**config.mk**
```make
export PLATFORM = sky130hd
export DESIGN_NAME = regfile_wb_arbiter
export DESIGN_NICKNAME = d
export VERILOG_FILES = /design/src/rtl/regfile_wb_arbiter.sv
export SDC_FILE = /design/constraint.sdc
export NUM_CORES = 1
export LEC_CHECK = 0
export CAP_MARGIN = 20
export CORE_AREA = 2 2 170 172
export CTS_CLUSTER_DIAMETER = 120
export DETAILED_ROUTE_END_ITERATION = 8
export DIE_AREA = 0 0 172 174
export PLACE_DENSITY = 0.52
export SYNTH_ARGS = -nofsm -noshare
export SYNTH_HDL_FRONTEND = slang
export SYNTH_SLANG_ARGS = --single-unit
```
**constraint.sdc**
```tcl
create_clock -name clk -period 3.41 [get_ports clk]
set_input_delay 0.5115 -clock clk [delete_from_list [all_inputs] [get_ports clk]]
set_output_delay 0.5115 -clock clk [all_outputs]
set_load 0.01 [all_outputs]
```
**src/rtl/regfile_wb_arbiter.sv**
```systemverilog
// Round-robin writeback arbiter in front of a register file, with one registered
// write stage, read-port bypass from that stage and a counter of dropped x0 writes.
module regfile_wb_arbiter #(
    parameter int XLEN = 64,
    parameter int NREQ = 3
) (
    input  logic                 clk,
    input  logic                 reset,
    input  logic [NREQ-1:0]      req_valid,
    input  logic [5*NREQ-1:0]    req_addr,
    input  logic [XLEN*NREQ-1:0] req_data,
    output logic [NREQ-1:0]      req_ready,
    input  logic                 flush,
    output logic                 rf_we,
    output logic [4:0]           rf_addr_w,
    output logic [XLEN-1:0]      rf_data_w,
    input  logic [4:0]           rd_addr1,
    input  logic [4:0]           rd_addr2,
    output logic                 fwd_hit1,
    output logic                 fwd_hit2,
    output logic [XLEN-1:0]      fwd_data1,
    output logic [XLEN-1:0]      fwd_data2,
    output logic [15:0]          drop_cnt
);

    localparam int PW = (NREQ > 1) ? $clog2(NREQ) : 1;

    logic [PW-1:0]   rr_ptr;
    logic [PW-1:0]   gidx;
    logic            found;
    logic            accept;
    logic [4:0]      sel_addr;
    logic [XLEN-1:0] sel_data;

    // Reduce a sum of two in-range indices back into 0..NREQ-1.
    function automatic logic [PW-1:0] wrap(input logic [PW:0] v);
        logic [PW:0] t;
        t = (v >= (PW+1)'(NREQ)) ? v - (PW+1)'(NREQ) : v;
        return t[PW-1:0];
    endfunction

    always_comb begin
        found = 1'b0;
        gidx  = '0;
        for (int i = 0; i < NREQ; i++) begin
            if (!found && req_valid[wrap({1'b0, rr_ptr} + (PW+1)'(i))]) begin
                found = 1'b1;
                gidx  = wrap({1'b0, rr_ptr} + (PW+1)'(i));
            end
        end
        accept    = found && !flush;
        req_ready = accept ? (NREQ'(1) << gidx) : '0;
        sel_addr  = req_addr[5*gidx +: 5];
        sel_data  = req_data[XLEN*gidx +: XLEN];
    end

    always_ff @(posedge clk or posedge reset) begin
        if (reset) begin
            rr_ptr <= '0;
        end else if (accept) begin
            rr_ptr <= wrap({1'b0, gidx} + (PW+1)'(1));
        end
    end

    // Writes to x0 consume the grant but never reach the staged port.
    always_ff @(posedge clk or posedge reset) begin
        if (reset) begin
            rf_we     <= 1'b0;
            rf_addr_w <= '0;
            rf_data_w <= '0;
        end else begin
            rf_we <= accept && (sel_addr != 5'd0);
            if (accept && (sel_addr != 5'd0)) begin
                rf_addr_w <= sel_addr;
                rf_data_w <= sel_data;
            end
        end
    end

    always_ff @(posedge clk or posedge reset) begin
        if (reset) begin
            drop_cnt <= '0;
        end else if (accept && (sel_addr == 5'd0) && (drop_cnt != 16'hFFFF)) begin
            drop_cnt <= drop_cnt + 16'd1;
        end
    end

    assign fwd_hit1  = rf_we && (rd_addr1 == rf_addr_w) && (rd_addr1 != 5'd0);
    assign fwd_hit2  = rf_we && (rd_addr2 == rf_addr_w) && (rd_addr2 != 5'd0);
    assign fwd_data1 = fwd_hit1 ? rf_data_w : '0;
    assign fwd_data2 = fwd_hit2 ? rf_data_w : '0;

endmodule

```
Word level (Yosys, flattened, before mapping):

Index checks and enable logic that the tools add are counted.

* add/sub/neg operators: 8
* mux-type cells: 19
* multipliers: 1
* $lt $le $gt $ge: 7
* shift operators: 3
* equality and inequality tests: 3
* reduce and logical (&&, ||, !) cells: 17

Operator list (number)
* $shiftx A192 B9 Y64: 1
* $mux W64: 2
* $add A16 B1 Y16 const B: 1
* $ne A16 B16 Y1 const B: 1
* $reduce_bool A5 Y1: 3
* $shiftx A15 B6 Y5: 1
* $mux W2: 7
* $eq A5 B5 Y1: 2
* $logic_and A1 B1 Y1: 10
* $ge A3 B2 Y1 const B: 3
* $lt A2 B3 Y1 const B: 3
* $sub A2 B2 Y2 const B: 4
* $add A2 B1 Y3 const B: 2
* $bmux W1 S2: 3
* $mux W1: 6
* $logic_not A5 Y1: 1
* $mul A3 B2 Y5 const A: 1
* $add A2 B2 Y3 const B: 1
* $logic_not A1 Y1: 3
* $mux W3: 1
* $shl A1 B2 Y3 const A: 1
* $ge A2 B2 Y1 const B: 1

* bits of input ports: 223
* bits in registers: 88
* output and inout bits: 219
* logic and storage cells: 63

Depth between registers and ports, before layout:

Gate-level depths: netlist (run 1).

* depth in word-level cells: 16
* gate-level depth with buffers: 14
* gate-level depth less buffers: 11

Worst setup path after synthesis (run 1):

Ideal clock, no wire load.

* path type: register -> register
* from: register rr_ptr[0]
* to: register drop_cnt[1]
* buffers on the path: 2
* cell stages (with the launch flop): 12
* data required time: 3.282 ns
* setup time: 0.128 ns
* period minus slack after synthesis: 3.063 ns
* data arrival time: 2.936 ns
* setup slack: 0.347 ns
* cell sequence: dfrtp_1 -> inv_1 -> ha_1 -> buf_2 -> o41ai_1 -> o21ai_2 -> nand2_1 -> mux2_2 -> mux2i_2 -> nand4_2 -> buf_4 -> mux2_1

* word-level cells in the longest chain between the ends: 16
* elaborated cells on any way between the ends: 33
* classes of those cells: add/sub: 5; mul: 1; order compare: 3; shift: 1; mux: 15; reduce/logical: 8

Ends and longest elaborated chain
* start, declared: RTL line 28 `logic [PW-1:0] rr_ptr;`
* start signal, assigned: RTL line 61 `rr_ptr <= wrap({1'b0, gidx} + (PW+1)'(1));`
* parallel branches: the longest is 14 deep, another holds $mul A3 B2 Y5
* $logic_and A1 B1 Y1 * (2 in a row): RTL line 83 `end else if (accept && (sel_addr == 5'd0) && (drop_cnt != 16'hFFFF)) begin`
* end signal, assigned: RTL line 84 `drop_cnt <= drop_cnt + 16'd1;`
* end, declared: RTL line 23 `output logic [15:0] drop_cnt`

Every way passes the cells marked *. The select of a mux whose other input is x is not followed.
A chain may end at the register's enable or synchronous reset.

Worst setup path after layout (run 1):

* from: register rr_ptr[1]
* to: output port req_ready[1]

* word-level cells in the longest chain between the ends: 13
* elaborated cells on any way between the ends: 30
* classes of those cells: add/sub: 5; order compare: 3; shift: 1; mux: 16; reduce/logical: 5

Ends and longest elaborated chain
* parallel branches: the longest is 12 deep, another holds $add A2 B1 Y3
* $mux W3 *: RTL line 52 `req_ready = accept ? (NREQ'(1) << gidx) : '0;`
* end, declared: RTL line 12 `output logic [NREQ-1:0] req_ready,`

Marked as above.

==> flow_summary.toml, run 1 <==
[status]
status = "completed"

[sta]
rsz0062_at_grt = "no"
worst_slew_pin_slew_ns = 0.656
fin_crit_sh_pct = 94.3
setup_viol = 0
final_hold_viol_count = 0
skew_ns = 0.00788
relSlewSlack_pct = 56.3
slew_violations = 0
max_clock_freq_mhz = 311
finalCriticalPeriod_ns = 3.21

[worst_setup_path]
path_common_cell = "mux2i_4"
crit_fanout = 4
cp.arrival_ns = 2.70
crit_path_max_incr_delay_ns = 0.56
endpoint_kind = "primary output"
required_ns = 2.90
cp_top_family = "buffers and inverters"
rr_worst_depth = 12
cp_num_buf_inv = 3
path_class = "flop to primary output"
start_kind = "flop"
path_cells = "inv_2 > ha_4 > mux2i_4 > mux2i_4 > o31ai_4 > buf_4 > a22oi_2 > nor2_1 > clkdlybuf4s50_1"
r2r_start = "rr_ptr[1]$_DFFE_PP0P_"
reg2reg_to = "rf_data_w[60]$_DFFE_PP0P_"
crit_slowest_cell = "clkdlybuf4s50_1"
reg2reg_slack_ns = 0.30

[power]
comb_power_share_pct = 62.3
ir_drop_mv = 0.439
intPower_uw = 4960
power_leakage_uw = 0.00464
switching_share_pct = 41.5
netSwitchingPower_uw = 3520
powerDensity_nw_per_um2 = 723
clkPwrFrac_pct = 13.2
finalPower_uw = 8480
seq_power_share_pct = 24.5

[logic_synthesis]
yosysUniqueCellTypes = 48
synth_edf_count = 0
ys_async_sr_fraction_pct = 100
syn_area_um2 = 6230
yosys_register_bits = 88
postSynthCellCount = 675
yosysMostFrequentCell = "and2_1"
synth.top_cells.by_count = "128 x and2_1, 88 x dfrtp_1, 76 x nand2_1, 68 x o21ai_0, 66 x mux2i_1"
synth.largest_area_cell = "dfrtp_1"
avgSynthCellArea_um2 = 9.23
synth_warnings = 0
synth_top_area_share_pct = 35.3
synth_area_leaders = "dfrtp_1 35%, and2_1 13%, mux2_1 12%"
syn_nets = 903
yosysSeqAreaShare_pct = 35.3
ys.flop_type = "dfrtp_1"

[cts]
cts.path.max_buffers = 2
insertion_delay_ns = 0.34
cts_tree = "yes"
cts_buffers = 9
cts_sinks = 88
cts-root-buf = "clkbuf_16"
htreeDepth = 3
cts.clk_slew.worst_paths_ns = 0.07

[global_route]
grt.met3_usage_pct = 4.14
grt.overflow.total = 0
met1_usage_pct = 20.8
grt_pass1_wl_um = 38700
grtUsageTotal_pct = 17.1
first_global_vias = 6364
grt_busiest_layer = "met2"
antenna_found_initial = 1
grt_max_degree = 74
met2_usage_pct = 29.9

[place]
place_inst = 1487
gp_congestion = 0.796
port_buffers = 441
dp_hpwl_um = 20900

[finish]
drive_gt1_share_pct = 7.41
multiInputGateArea_um2 = 3880
nFillCells = 2861
seqCellArea_um2 = 2200
fin_cells = 1505
synthToLayoutAreaGrowth_pct = 88.2
nets = 1343

[die]
io_pins = 442
fp.dieH_um = 174
rows = 62
start_util_pct = 22.1
dieArea_um2 = 29900
fp.dieW_um = 172
core-area_um2 = 28200

[hold_path]
min_from = "drop_cnt[4]$_DFFE_PP0P_"
hold_depth = 1
min_path_type = "flop to flop"
worst_hold_path.endpoint = "drop_cnt[4]$_DFFE_PP0P_"

[detailed_routing]
vias = 6450
detail-route-antenna-nets = 0
drc = 0
drtIter0Drc = 207
post_drt_via_cell_ratio = 4.29
wl_per_cell_um = 17.5
wirelength_um = 26400
drt-pass1-iter-count = 4

[job]
cap_violations = 0
[metrics by stage]
step	setup slack, ns	instance area (µm²)	setup TNS [ns]	utilization [%]	hold slack, ns
floorplan	0.347	6230	0	-	0.516
global placement	-0.0196	11300	-0.477	40.1	0.491
detailed placement	-0.0967	11300	-4.20	40.1	0.484
CTS	0.0630	11700	0	41.3	0.508
global route	0.0116	11700	0	41.5	0.530
finish	0.195	11700	0	41.5	0.502
[power by group through the flow]
stage	Sequential, µW	Combinational, µW	Clock, µW
after floorplan	2080	2720	0
after global placement	2100	5270	0
after detailed placement	2110	5280	0
after CTS	2100	5300	1170
after global routing	2180	5780	1210
final	2080	5290	1120
[what timing repair did]
item                                   in CTS  in global routing
setup endpoints to repair                   3                 73
hold buffers                                0                  0
resized for setup                           5                 10
endpoints found under the hold margin       0                  0
cloned                                      0                  0
setup buffers                               1                  0
[flip-flops by register name, indices dropped and copies added, names as in the netlist]
| register | cells |
|---|---|
| rf_data_w | 64 |
| drop_cnt | 16 |
| rf_addr_w | 5 |
| rr_ptr | 2 |
| rf_we | 1 |
[worst max-delay path by stage]
| stage | startpoint | to | slack, ns | cells after the start |
|---|---|---|---|---|
| 6_report | rr_ptr[1]$_DFFE_PP0P_ | req_ready[1] | 0.20 | 9 |
| 5_1_grt | rr_ptr[0]$_DFFE_PP0P_ | req_ready[1] | 0.01 | 10 |
| 4_1_cts | rr_ptr[1]$_DFFE_PP0P_ | req_ready[1] | 0.06 | 10 |
| 3_5_place_dp | req_valid[1] | drop_cnt[15]$_DFFE_PP0P_ | -0.1 | 12 |
| 3_3_place_gp | req_valid[1] | rf_data_w[56]$_DFFE_PP0P_ | -0.02 | 11 |
| 2_1_floorplan | rr_ptr[0]$_DFFE_PP0P_ | drop_cnt[1]$_DFFE_PP0P_ | 0.35 | 11 |
[kinds of logic (layout without fill, tap and decap cells)]
kind of cell	count (synthesis)	after routing	synth area share, %
simple gates	262	262	22.8
mux	138	138	24.1
compound gates	99	99	9.52
flops	88	88	35.3
buf+inv	60	505	4.04
xor+xnor	23	23	3.23
fa+ha+maj	5	5	1.00
other cells	0	1	0
[layout make-up]
cell class	count	area share, %
Multi-Input combinational cell	527	33.1
Clock buffer	11	2.16
Tap cell	384	4.10
Clock inverter	5	0.672
Sequential cell	88	18.8
Antenna cell	1	0.0213
Timing Repair Buffer	475	40.8
Inverter	14	0.469
[placed cells by master (no fill, tap or decap), types with 10 or more instances in the layout]
cell,instances
nor3_1,10
mux2_1,65
xor2_1,18
o21ai_0,68
and2_1,128
clkdlybuf4s50_1,439
nand2_1,75
nor2_1,12
buf_4,25
mux2i_1,65
inv_1,10
dfrtp_1,88
nand3_1,14
[per-layer routing]
| metal | part of all wire, % | wire length [µm] |
|---|---|---|
| met1 | 41 | 10800 |
| met2 | 50 | 13200 |
| met3 | 7.3 | 1910 |
| met4 | 1.8 | 487 |
| met5 | 0 | 0 |
No activity file was read; power rests on OpenSTA's default activity.
==> run 2: changes to the inputs <==
--- a/config.mk
+++ b/config.mk
@@ -7,6 +7,7 @@
 export LEC_CHECK = 0
 export CAP_MARGIN = 20
 export CORE_AREA = 2 2 170 172
+export CTS_BUF_LIST = sky130_fd_sc_hd__clkbuf_4
 export CTS_CLUSTER_DIAMETER = 120
 export DETAILED_ROUTE_END_ITERATION = 8
 export DIE_AREA = 0 0 172 174
==> run 2 against run 1 <==
Compared with the run above:
- non-clock buffer count rose by 3
- sequential cell count unchanged
- final area is 1.2% lower
- cell count up 0.27%
- global-route usage is essentially flat
- worst setup slack better by 0.024 ns
- die area is the same
- wire length rose by 1.7%
- register-to-register slack worse by 0.02 ns
==> flow_summary.toml, run 2 (synthesis gave the netlist of run 1 again) <==
[status]
status = "completed"

[hold_path]
min_path_type = "input port to asynchronous set/reset pin"

[finish]
nFillCells = 2879
nets = 1346
layout_commonest_cell = "clkdlybuf4s50_1"
final_cell_mix = "437 x clkdlybuf4s50_1, 128 x and2_1, 86 x dfrtp_1"
reg_top3 = "rf_data_w x64, drop_cnt x16, rf_addr_w x5"
drive_gt1_share_pct = 7.57
regMostFlops = "rf_data_w"
synthToLayoutAreaGrowth_pct = 85.9
fin_area_um2 = 11600
largest_reg_flops = 64

[die]
io_pins = 442
fp.dieH_um = 174
rows = 62
core-area_um2 = 28200
start_util_pct = 22.1
dieArea_um2 = 29900
fp.dieW_um = 172

[global_route]
grt_pass1_wl_um = 38800
grtUsageTotal_pct = 17.1
first_global_vias = 6373
grt_max_degree = 74
grt.overflow.total = 0
antenna_found_initial = 3

[cts]
cts-root-buf = "clkbuf_4"
insertion_delay_ns = 0.45
cts.clk_slew.worst_paths_ns = 0.14
cts_tree = "yes"
htreeDepth = 3
cts_buffers = 9
cts.path.max_buffers = 2
cts_sinks = 88
cts_hold_buf = 0

[place]
gp_congestion = 0.796
port_buffers = 441
dp_hpwl_um = 20900
placed_area_um2 = 11300

[detailed_routing]
wirelength_um = 26800
drtIter0Drc = 180
post_drt_via_cell_ratio = 4.28
drt-pass1-iter-count = 4
detail-route-antenna-nets = 0
wl_per_cell_um = 17.8
drc = 0
vias = 6458

[worst_setup_path]
start_kind = "flop"
r2r_start = "rr_ptr[1]$_DFFE_PP0P_"
reg2reg_to = "rf_data_w[60]$_DFFE_PP0P_"
crit_fanout = 5
path_class = "flop to primary output"
required_ns = 2.90
cp.arrival_ns = 2.68
rr_worst_depth = 12
endpoint_kind = "primary output"
reg2reg_slack_ns = 0.28

[power]
intPower_uw = 4580
power_leakage_uw = 0.00459
netSwitchingPower_uw = 3460
seq_power_share_pct = 25.7
finalPower_uw = 8040
comb_power_share_pct = 65.9
clkPwrFrac_pct = 8.4
powerDensity_nw_per_um2 = 694
switching_share_pct = 43.1
ir_drop_mv = 0.441

[sta]
fin_crit_sh_pct = 93.6
max_clock_freq_mhz = 313
worst_slew_pin_slew_ns = 0.654
skew_ns = 0.0115
rsz0062_at_grt = "no"
final_hold_viol_count = 0
slew_violations = 0
setup_viol = 0
relSlewSlack_pct = 56.4
finalCriticalPeriod_ns = 3.19

[job]
cap_violations = 0
## run 2: cell count changes in the layout (fill, tap and decap cells not counted), sizes merged
cell           delta
dlymetal6s2s      +1
dlygate4sd2       +1
clkinv            +2
buf               +2
diode             +1
clkdlybuf4s50     -2
clkbuf            -1
## run 2: area by class of cell
class	instances	area (µm²)	share of cell area (%)
Clock inverter	7	86.3	0.745
Sequential cell	88	2200	19.0
Antenna cell	2	5.00	0.0432
Inverter	14	55.1	0.475
Tap cell	384	480	4.15
Clock buffer	9	67.6	0.583
Multi-Input combinational cell	527	3860	33.3
Timing Repair Buffer	478	4820	41.6
## run 2: critical path: stages, from the launching register on
cell and delay, ns:
dfrtp_1 0.46, inv_2 0.12, ha_4 0.18, mux2i_2 0.29
buf_4 0.17, o31ai_4 0.05, a22o_2 0.32, buf_4 0.18
nor3_1 0.15, dlygate4sd2_1 0.31
## run 2: timing repair
item,4_1_cts,5_1_grt
pin swaps,0,1
endpoints found under the hold margin,0,0
endpoints found under the setup margin,3,45
resized for setup,10,8
gates cloned,0,1
setup buffers,3,0
## run 2: through the flow
| step | hold WS, ns | instances | TNS, ns | util, % | worst slack (ns) |
|---|---|---|---|---|---|
| after floorplan | 0.516 | 675 | 0 | - | 0.347 |
| final | 0.506 | 1509 | 0 | 41.0 | 0.220 |
| after detailed placement | 0.484 | 1487 | -4.20 | 40.1 | -0.0967 |
| after global routing | 0.494 | 1508 | 0 | 41.0 | 0.0159 |
| after global placement | 0.491 | 1487 | -0.477 | 40.1 | -0.0196 |
| after CTS | 0.465 | 1506 | 0 | 40.8 | 0.0991 |
## run 2: routing by layer
layer	wire, µm	vias up	global-route usage (%)
met3	1930	25	4.55
met1	11000	2993	20.7
met5	0	-	0
met4	476	0	4.03
li1	-	3200	-
met2	13400	240	30.0
## run 2: power groups by stage
stage               Combinational, µW  Sequential, µW  Clock (µW)
floorplan                        2720            2080           0
global placement                 5270            2100           0
detailed placement               5280            2110           0
CTS                              5340            2090         738
global route                     5790            2170         766
finish                           5300            2070         674
## run 2: worst max-delay path by stage
stage / start / to / cells past startpoint
6_report: rr_ptr[0]$_DFFE_PP0P_ / req_ready[2] / 9
5_1_grt: rf_addr_w[2]$_DFFE_PP0P_ / fwd_data1[9] / 7
4_1_cts: rf_addr_w[2]$_DFFE_PP0P_ / fwd_data1[1] / 7
3_5_place_dp: req_valid[1] / drop_cnt[15]$_DFFE_PP0P_ / 12
3_3_place_gp: req_valid[1] / rf_data_w[56]$_DFFE_PP0P_ / 11
2_1_floorplan: rr_ptr[0]$_DFFE_PP0P_ / drop_cnt[1]$_DFFE_PP0P_ / 11
==> run 3: changes to the inputs <==
--- a/config.mk
+++ b/config.mk
@@ -11,6 +11,7 @@
 export CTS_CLUSTER_DIAMETER = 120
 export DETAILED_ROUTE_END_ITERATION = 8
 export DIE_AREA = 0 0 172 174
+export GPL_ROUTABILITY_DRIVEN = 0
 export PLACE_DENSITY = 0.52
 export SYNTH_ARGS = -nofsm -noshare
 export SYNTH_HDL_FRONTEND = slang
==> results of run 3 <==
The final DEF is identical to that of run 2; final timing and power are the same.
